$ cat config.mk
export PLATFORM = sky130hd
export DESIGN_NAME = cfg_loader_flat
export DESIGN_NICKNAME = d
export VERILOG_FILES = /design/src/rtl/cfg_loader_if.sv /design/src/rtl/cfg_loader.sv /design/src/flat_wrapper.sv
export SDC_FILE = /design/constraint.sdc
export NUM_CORES = 1
export LEC_CHECK = 0
export ABC_CLOCK_PERIOD_IN_PS = 3100
export CAP_MARGIN = 20
export CORE_MARGIN = 2
export CORE_UTILIZATION = 40
export CTS_CLUSTER_DIAMETER = 30
export DETAILED_ROUTE_END_ITERATION = 6
export PLACE_DENSITY_LB_ADDON = 0.15
export REMOVE_ABC_BUFFERS = 1
export SLEW_MARGIN = 30
export SYNTH_ARGS = -nofsm -noshare
export SYNTH_HDL_FRONTEND = slang
export SYNTH_SLANG_ARGS = --single-unit
$ cat constraint.sdc
create_clock -name clk -period 3.1 [get_ports clk]
set_clock_uncertainty 0.1 [all_clocks]
set_input_delay 0.93 -clock clk [delete_from_list [all_inputs] [get_ports clk]]
set_output_delay 0.93 -clock clk [all_outputs]
set_load 0.05 [all_outputs]
$ cat src/rtl/cfg_loader_if.sv
// Host-side port bundle of cfg_loader: byte write channel, shift control/status
// and the combinational readback window.
interface cfg_loader_if;
   logic       wr_valid;
   logic [7:0] wr_data;
   logic       wr_ready;
   logic       start;
   logic       busy;
   logic       done;
   logic       frame_full;
   logic [3:0] rb_sel;
   logic [7:0] rb_byte;

   modport master (
      output wr_valid, wr_data, start, rb_sel,
      input  wr_ready, busy, done, frame_full, rb_byte
   );

   modport slave (
      input  wr_valid, wr_data, start, rb_sel,
      output wr_ready, busy, done, frame_full, rb_byte
   );
endinterface

$ cat src/rtl/cfg_loader.sv
// Loads a configuration frame byte-wise from the host, shifts it serially into the
// cipher core's cfg chain and captures the core's previous frame for readback.
module cfg_loader #(
   parameter int unsigned CFG_BITS = 67,
   parameter int unsigned NBYTES   = 9
) (
   input  logic         clk,
   input  logic         rst,
   cfg_loader_if.slave  host,
   output logic         cfg_en,
   output logic         cfg_i,
   input  logic         cfg_o
);

   localparam int unsigned BitW  = $clog2(CFG_BITS);
   localparam int unsigned ByteW = $clog2(NBYTES + 1);

   typedef enum logic [1:0] {StIdle, StShift, StDone} state_e;

   state_e                r_state, w_state_nxt;
   logic [CFG_BITS-1:0]   r_shadow, w_shadow_nxt;
   logic [CFG_BITS-1:0]   r_readback, w_readback_nxt;
   logic [ByteW-1:0]      r_byte_cnt, w_byte_cnt_nxt;
   logic [BitW-1:0]       r_bit_cnt, w_bit_cnt_nxt;

   logic                  w_wr_ready;
   logic                  w_frame_full;
   logic                  w_wr_fire;
   logic                  w_last_bit;
   logic [7:0]            w_rb_byte;

   assign w_frame_full = (r_byte_cnt == ByteW'(NBYTES));
   assign w_wr_ready   = (r_state == StIdle) && (r_byte_cnt < ByteW'(NBYTES));
   assign w_wr_fire    = host.wr_valid && w_wr_ready;
   assign w_last_bit   = (r_bit_cnt == BitW'(CFG_BITS - 1));

   always_ff @(posedge clk) begin
      if (rst) begin
         r_state    <= StIdle;
         r_shadow   <= '0;
         r_readback <= '0;
         r_byte_cnt <= '0;
         r_bit_cnt  <= '0;
      end else begin
         r_state    <= w_state_nxt;
         r_shadow   <= w_shadow_nxt;
         r_readback <= w_readback_nxt;
         r_byte_cnt <= w_byte_cnt_nxt;
         r_bit_cnt  <= w_bit_cnt_nxt;
      end
   end

   always_comb begin
      w_state_nxt    = r_state;
      w_shadow_nxt   = r_shadow;
      w_readback_nxt = r_readback;
      w_byte_cnt_nxt = r_byte_cnt;
      w_bit_cnt_nxt  = r_bit_cnt;

      unique case (r_state)
         StIdle: begin
            if (w_wr_fire) begin
               // Bits of the last byte beyond the chain length have no home and drop.
               for (int k = 0; k < CFG_BITS; k++) begin
                  if (r_byte_cnt == ByteW'(k / 8)) begin
                     w_shadow_nxt[k] = host.wr_data[3'(k % 8)];
                  end
               end
               w_byte_cnt_nxt = r_byte_cnt + ByteW'(1);
            end
            // Uses frame_full from before this edge, so a same-cycle write cannot arm it.
            if (host.start && w_frame_full) begin
               w_state_nxt = StShift;
            end
         end

         StShift: begin
            w_shadow_nxt   = {1'b0, r_shadow[CFG_BITS-1:1]};
            w_readback_nxt = {cfg_o, r_readback[CFG_BITS-1:1]};
            w_bit_cnt_nxt  = r_bit_cnt + BitW'(1);
            if (w_last_bit) begin
               w_state_nxt = StDone;
            end
         end

         StDone: begin
            w_byte_cnt_nxt = '0;
            w_bit_cnt_nxt  = '0;
            w_state_nxt    = StIdle;
         end

         default: begin
            w_state_nxt = StIdle;
         end
      endcase
   end

   // Readback window; selects past the last byte and bits past the chain read as 0.
   always_comb begin
      w_rb_byte = 8'h00;
      for (int k = 0; k < CFG_BITS; k++) begin
         if (host.rb_sel == 4'(k / 8)) begin
            w_rb_byte[3'(k % 8)] = r_readback[k];
         end
      end
   end

   assign host.wr_ready   = w_wr_ready;
   assign host.frame_full = w_frame_full;
   assign host.busy       = (r_state != StIdle);
   assign host.done       = (r_state == StDone);
   assign host.rb_byte    = w_rb_byte;

   assign cfg_en = (r_state == StShift);
   assign cfg_i  = (r_state == StShift) && r_shadow[0];

endmodule

$ cat src/flat_wrapper.sv
// flat-port wrapper written by rule: the top's interface ports become plain ports
module cfg_loader_flat 
#(
   parameter int unsigned CFG_BITS = 67,
   parameter int unsigned NBYTES   = 9
)
  (clk, rst, cfg_en, cfg_i, cfg_o, host_wr_valid, host_wr_data, host_start, host_rb_sel, host_wr_ready, host_busy, host_done, host_frame_full, host_rb_byte);
  cfg_loader_if host_i ();
  input  logic clk;
  input  logic rst;
  output logic cfg_en;
  output logic cfg_i;
  input  logic cfg_o;
  input wire logic [$bits(host_i.wr_valid)-1:0] host_wr_valid;
  input wire logic [$bits(host_i.wr_data)-1:0] host_wr_data;
  input wire logic [$bits(host_i.start)-1:0] host_start;
  input wire logic [$bits(host_i.rb_sel)-1:0] host_rb_sel;
  output wire logic [$bits(host_i.wr_ready)-1:0] host_wr_ready;
  output wire logic [$bits(host_i.busy)-1:0] host_busy;
  output wire logic [$bits(host_i.done)-1:0] host_done;
  output wire logic [$bits(host_i.frame_full)-1:0] host_frame_full;
  output wire logic [$bits(host_i.rb_byte)-1:0] host_rb_byte;
  assign host_i.wr_valid = host_wr_valid;
  assign host_i.wr_data = host_wr_data;
  assign host_i.start = host_start;
  assign host_i.rb_sel = host_rb_sel;
  assign host_wr_ready = host_i.wr_ready;
  assign host_busy = host_i.busy;
  assign host_done = host_i.done;
  assign host_frame_full = host_i.frame_full;
  assign host_rb_byte = host_i.rb_byte;
  cfg_loader #(.CFG_BITS(CFG_BITS), .NBYTES(NBYTES)) u_core (.clk(clk), .rst(rst), .host(host_i), .cfg_en(cfg_en), .cfg_i(cfg_i), .cfg_o(cfg_o));
endmodule
# Word level (Yosys, flattened, before mapping)
# Cells that the tools add are included.
# word_totals
reg_bits	147
word_cells	148
# op_classes
n_addsub	2
order_cmp	1
eq_ne	32
n_mux	78
reduce_logical	22
# ops
op	count
67-bit one-hot mux with 2 select lines	1
1-bit two-way mux	70
67-bit two-way mux	1
4-bit by 3-bit equality test with 1-bit output, second input constant	8
3-bit AND reduction	9
2-bit != test, second input constant	10
4-bit by 2-bit equality test with 1-bit output, second input constant	4
7-bit one-hot mux with 2 select lines	1
4-bit equality test, second input constant	3
4-bit by 1-bit equality test with 1-bit output, second input constant	2
4-bit zero test	2
4-bit one-hot mux with 2 select lines	1
2-bit nonzero test	4
7-bit by 1-bit adder with 7-bit output, second input constant	1
7-bit equality test, second input constant	1
4-bit by 1-bit adder with 4-bit output, second input constant	1
1-bit logical AND	4
4-bit < comparator, second input constant	1
2-bit two-way mux	2
4-bit two-way mux	1
2-bit by 1-bit != test with 1-bit output, second input constant	2
2-bit one-hot mux with 2 select lines	1
2-bit AND reduction	2
2-bit by 1-bit equality test with 1-bit output, second input constant	1
other kinds (2)	2

# Longest topological paths before layout
# Gate-level depths: netlist of run 1.
# logic_depth
word_depth	10
mapped_depth	8

# Worst setup path before layout of run 1
# OpenSTA, ideal clock, no wires.
# synth_timing
path_kind	input -> output
from	in host_rb_sel[0]
to	out host_rb_byte[0]
arrival_ps	2200
setup_slack_ps	-130
cell_stages	5
path_buffers	2
cell_sequence	buf_2 > buf_4 > nor4b_1 > a22oi_1 > nand3_1
# synth_between
elab_chain_cells	10
word_cells_on_any_way	18
cone_classes	eq/ne: 8; mux: 9; reduce/logical: 1
# synth_lines
element	line_no	text
start: declaration	flat_wrapper.sv:17	input wire logic [$bits(host_i.rb_sel)-1:0] host_rb_sel;
4-bit zero test	cfg_loader.sv:102	if (host.rb_sel == 4'(k / 8)) begin
1-bit two-way mux (8 in a row)	cfg_loader.sv:102	
1-bit two-way mux (*)	cfg_loader.sv:102	
end: declaration	flat_wrapper.sv:22	output wire logic [$bits(host_i.rb_byte)-1:0] host_rb_byte;
# Every way passes the cells marked *; elsewhere a longest branch is shown, timed or not.

# Final worst setup path of run 1
# Same ends and word-level chain as after synthesis.

==> results of run 1 <==
## kinds of logic after synthesis
kind of cell    Yosys count  share of synthesized area
mux                      78                     0.1236
flops                   147                     0.4606
simple gates            205                     0.1520
buf+inv                  84                    0.06287
other cells               1                  0.0005870
compound gates          156                     0.1786
xor+xnor                  3                   0.004114
fa+ha+maj                 9                    0.01763
## cells in the final DEF (no fill, tap or decap), types with 8 or more instances in the layout
master,Yosys,routed
a211oi_1,20,20
a211oi_2,17,17
a21oi_1,47,46
buf_12,0,10
buf_4,13,25
clkbuf_16,0,17
clkdlybuf4s50_1,0,8
dfxtp_1,147,147
ha_1,9,8
inv_1,28,27
mux2i_1,71,71
nand2_1,23,23
nand2b_1,30,30
nor2_1,113,112
o21ai_1,8,8
o21ai_2,9,9
o22ai_1,19,19
o32ai_1,16,16
## power breakdown
part           internal [mW]  leakage [nW]  switching [mW]
Clock                   1.01         0.252           0.770
Sequential              1.90          1.19         0.00766
Combinational         0.0852          1.11           0.136
## worst max path at each step
stage / startpoint / end / slack (ps) / depth (start not counted)
2_1_floorplan: u_core.r_state[1] / cfg_i / -2440 / 3
3_3_place_gp: host_rb_sel[0] / host_rb_byte[0] / -520 / 7
3_5_place_dp: host_rb_sel[0] / host_rb_byte[0] / -540 / 7
4_1_cts: host_rb_sel[0] / host_rb_byte[0] / -20 / 7
5_1_grt: host_rb_sel[0] / host_rb_byte[2] / -80 / 7
6_report: host_rb_sel[0] / host_rb_byte[0] / -30 / 7
## through the flow
| step | util | instances |
|---|---|---|
| floorplan | - | 630 |
| global placement | 0.4388 | 896 |
| detailed placement | 0.4388 | 896 |
| CTS | 0.4781 | 928 |
| global route | 0.4798 | 928 |
| finish | 0.4798 | 928 |
## registers in the layout, summed over array words and instances, names as in the netlist
| register | cells |
|---|---|
| u_core.r_readback | 67 |
| u_core.r_shadow | 67 |
| u_core.r_bit_cnt | 7 |
| u_core.r_byte_cnt | 4 |
| u_core.r_state | 2 |
## routing by layer
layer	GRT usage	share of wire	vias up	wire length [um]
li1	-	-	2419	-
met1	0.2190	0.50	2212	6389
met2	0.2510	0.45	58	5758
met3	0.03664	0.035	13	449
met4	0.05882	0.012	0	158
met5	0	0	-	0
## layout make-up
cell class	instances	area (um^2)
repair buffers	51	554.3
inverters	28	105.1
clock buffers	18	429.2
well taps	216	270.3
flip-flops and latches	147	2943
fillers	1510	8204
multi-input cells	455	3177
clock inverters	13	87.58
## repair_timing
action / in CTS / in global routing
gates resized for setup: 45 / 7
buffers inserted: 1 / 0
setup endpoints to repair: 5 / 4
hold buffers: 0 / 0
gates cloned: 1 / 0
pin swaps: 10 / 3
hold endpoints to repair: 0 / 0
## worst max-delay path, cell delays in order
cell,delay (ps)
buf_8,100
buf_8,130
mux2_4,300
a22oi_2,190
a221o_1,190
nand3_2,100
buf_12,160
==> out/metrics.yaml, run 1 <==
relSlewSlack: 0.6172
holdCritStartpoint: "u_core.r_shadow[16]"
netlist_area_um2: 6389
grt_use_total: 0.1607
fmax_ghz: 0.3193
cts.root.buffer_cell: "clkbuf_16"
slew_viol_final: 0
vias: 4702
p_total_mw: 3.914
drtIter0Drc: 226
path_class: "input pin to output pin"
clock_latency_ps: 410
hold_violations: 0
final_area_um2: 7566
hold-path-endpoint: "u_core.r_shadow[15]"
layout_setup_ws_ps: -31.95
vias_per_cell: 5.067
reg2reg_slack_ps: 840
drtAntennaViolNets: 0
crit_fanout: 5
startpoint_type: "input pin"
placed_area_um2: 6919
syn_inst: 683
violations: "setup timing"
place_congestion: 0.8500
hold_path_class: "flop to flop"
tritoncts: "yes"
start_util: 0.4051
antenna_found_initial: 0
grt_pass1_vias: 4499
gr-total-overflow: 0
drive_above_1_share: 0.1840
synth.distinct_cells: 47
diodes: 0
synth_common_cells: "dfxtp_1 (147), nor2_1 (113), mux2i_1 (71)"
place_hpwl_mm: 8.368
synth.top_cell.area_share: 0.4606
avgSynthCellArea_um2: 9.354
synth-edff-count: 0
timing.rr.end: "u_core.r_shadow[9]"
synthFlopType: "dfxtp_1"
arrival_ps: 2100
grt_setup_unrepaired: "true"
ctsLongestPathBuffers: 2
grt_max_degree: 77
power.leakage_nw: 2.549
coreArea_um2: 15770
std_cell_rows: 46
end_kind: "output pin"
r2r-start: "u_core.r_state[1]"
period_share: 1.010
synth.most_common_cell: "dfxtp_1"
ir_drop_v: 0.0004018
worst_pin_slew_ps: 574.3
whs_path_depth: 2
async_reset_ff_frac: 0
die_area_um2: 17000
htree_levels: 4
place_ws_ps: -537.2
routedWlPerCell_um: 13.75
die_x_um: 130.4
wl_mm: 12.76
cts.clk_slew.worst_paths_ps: 60
clock_sinks: 147
grt_pass1_wl_mm: 21.71
die_y_um: 130.4
ys_ff_latch: 147
numPortBuffers: 22
yosys_warnings: 0
drt_pass1_iterations: 4
yosys.area.top_type: "dfxtp_1"
drv_cap: 0
ys_top_cells_by_area: "dfxtp_1 (46%), mux2i_1 (11%), nor2_1 (6.6%)"
synth_sequential_area_ratio: 0.4606
numCtsBuffers: 17
timing.final.crit_period_ps: 3132
areaGrowthSynthToFinish_pct: 18.43
drc: 0
r2r_cells: 6
powerDensity_nw_per_um2: 517.4
required_ps: 2070
outcome: "finished with violations"
ios: 31
holdWs_ps: 378.5
setup_violations: 2
fin_nets: 726
fin_tns_setup_ps: -51.20
(Power assumes the default switching activity.)
==> inputs of run 2 (changes only) <==
CORE_MARGIN = not set   (was 2)
DONT_BUFFER_PORTS = 1   (was not set)
==> run 2 against run 1 <==
  * The flow now finishes without violations
  * Global-route usage down 0.083 points
  * Sequential share of layout area rose by 2.5 points
  * Cell count is 4.7% lower
  * Via count decreased by 2.7%
  * Critical path depth fell by 3
  * Setup slack improved by 150 ps
  * Register-to-register slack better by 120 ps
  * Combinational power fell by 40%
  * Final area shrank 6.0%
  * Non-clock buffer count down 38
==> out/metrics.yaml, run 2 (same netlist as run 1, synthesis figures left out) <==
outcome: "complete, no violations"
post-cts-setup-buffers: 0
largest_registers: "u_core.r_readback x67, u_core.r_shadow x67, u_core.r_bit_cnt x7"
vias: 4575
clock_sinks: 147
path_class: "input pin to output pin"
fin_nets: 688
setup_violations: 0
die_area_um2: 16480
vias_per_cell: 5.175
drv_cap: 0
std_cell_rows: 45
grt_max_degree: 152
arrival_ps: 1950
drc: 0
ir_drop_v: 0.0003957
slew_viol_final: 0
power.leakage_nw: 2.321
p_total_mw: 4.022
numCtsBuffers: 17
start_util: 0.4156
startpoint_type: "input pin"
hold_violations: 0
whs_path_depth: 2
drive_above_1_share: 0.1204
grt_use_total: 0.1599
die_x_um: 128.4
numPortBuffers: 0
fin_tns_setup_ps: 0
place_hpwl_mm: 7.652
areaGrowthSynthToFinish_pct: 11.30
period_share: 0.9606
hold_path_class: "flop to flop"
coreArea_um2: 15370
holdCritStartpoint: "u_core.r_shadow[64]"
r2r_cells: 7
drtAntennaViolNets: 0
grt_pass1_vias: 4244
wl_mm: 12.18
grt_pass1_wl_mm: 20.80
holdWs_ps: 374.1
drtIter0Drc: 326
cts_hold_buf: 0
timing.final.crit_period_ps: 2978
diodes: 0
routedWlPerCell_um: 13.77
place_ws_ps: 147.4
worst_pin_slew_ps: 822.1
end_kind: "output pin"
fmax_ghz: 0.3358
crit_fanout: 16
gr-total-overflow: 0
cts.root.buffer_cell: "clkbuf_16"
ios: 31
placed_area_um2: 6540
timing.rr.end: "u_core.r_shadow[32]"
place_congestion: 0.7909
relSlewSlack: 0.4520
ctsLongestPathBuffers: 2
r2r-start: "u_core.r_state[1]"
required_ps: 2070
max_stage_delay_ps: 530
antenna_found_initial: 0
drt_pass1_iterations: 4
worst-path-buf-inv: 1
cts.clk_slew.worst_paths_ps: 60
hold-path-endpoint: "u_core.r_shadow[63]"
final_area_um2: 7111
powerDensity_nw_per_um2: 565.6
layout_setup_ws_ps: 122.1
tritoncts: "yes"
clock_latency_ps: 410
htree_levels: 4
critPathTopFamily: "simple AND/OR/NAND/NOR gates"
grt_setup_unrepaired: "false"
final_cell_mix: "dfxtp_1 (147), nor2_1 (113), mux2i_1 (71)"
path_cells: "nor4b_1, a22oi_1, nand3_1, buf_12"
mostFrequentLayoutCell: "dfxtp_1"
reg2reg_slack_ps: 960
die_y_um: 128.4
slowest_stage: "nor4b_1"
cts-resized-gates: 0
run 2: cell count changes in the layout (fill, tap and decap cells not counted), moves of 4 or more:
cell | before | now
buf_12 | 10 | 5
clkdlybuf4s50_1 | 8 | 0
a22oi_2 | 6 | 0
a22oi_1 | 0 | 6
clkbuf_8 | 0 | 4
buf_4 | 25 | 8
run 2: layout make-up:
cell class	count	area, um^2
fill	1461	8260
multi-input combinational	455	3068
sequential	147	2943
clock buffer	25	495.5
tap	211	264.0
timing repair buffer	13	160.2
inverter	28	105.1
clock inverter	5	75.07
run 2: worst max-delay path by stage:
stage | cells past startpoint | startpoint | end | slack [ps]
6_report | 4 | host_rb_sel[1] | host_rb_byte[0] | 120
3_3_place_gp | 5 | host_rb_sel[0] | host_rb_byte[0] | 170
5_1_grt | 4 | host_rb_sel[1] | host_rb_byte[0] | 30
4_1_cts | 4 | host_rb_sel[1] | host_rb_byte[2] | 130
2_1_floorplan | 3 | u_core.r_state[1] | cfg_i | -2440
3_5_place_dp | 5 | host_rb_sel[0] | host_rb_byte[0] | 150
run 2: routing by layer:
layer | up-vias | track usage | share of wire
met5 | - | 0 | 0
li1 | 2342 | - | -
met2 | 59 | 0.2448 | 0.44
met3 | 12 | 0.03784 | 0.032
met4 | 0 | 0.07405 | 0.015
met1 | 2162 | 0.2131 | 0.51
run 2: stage by stage:
stage / instances / util
after detailed placement: 854 / 0.4255
after CTS: 884 / 0.4626
after global placement: 854 / 0.4255
after global routing: 884 / 0.4626
final: 884 / 0.4626
after floorplan: 630 / -
run 2: report_power, final:
part	total (mW)	internal [mW]	switching [mW]
Clock	1.98	1.26	0.721
Combinational	0.132	0.0498	0.0819
Sequential	1.91	1.90	0.00856
run 2: worst min-delay path: stages, from the launching register on:
cell and delay, ps:
dfxtp_1 310, inv_1 50, o32ai_1 70
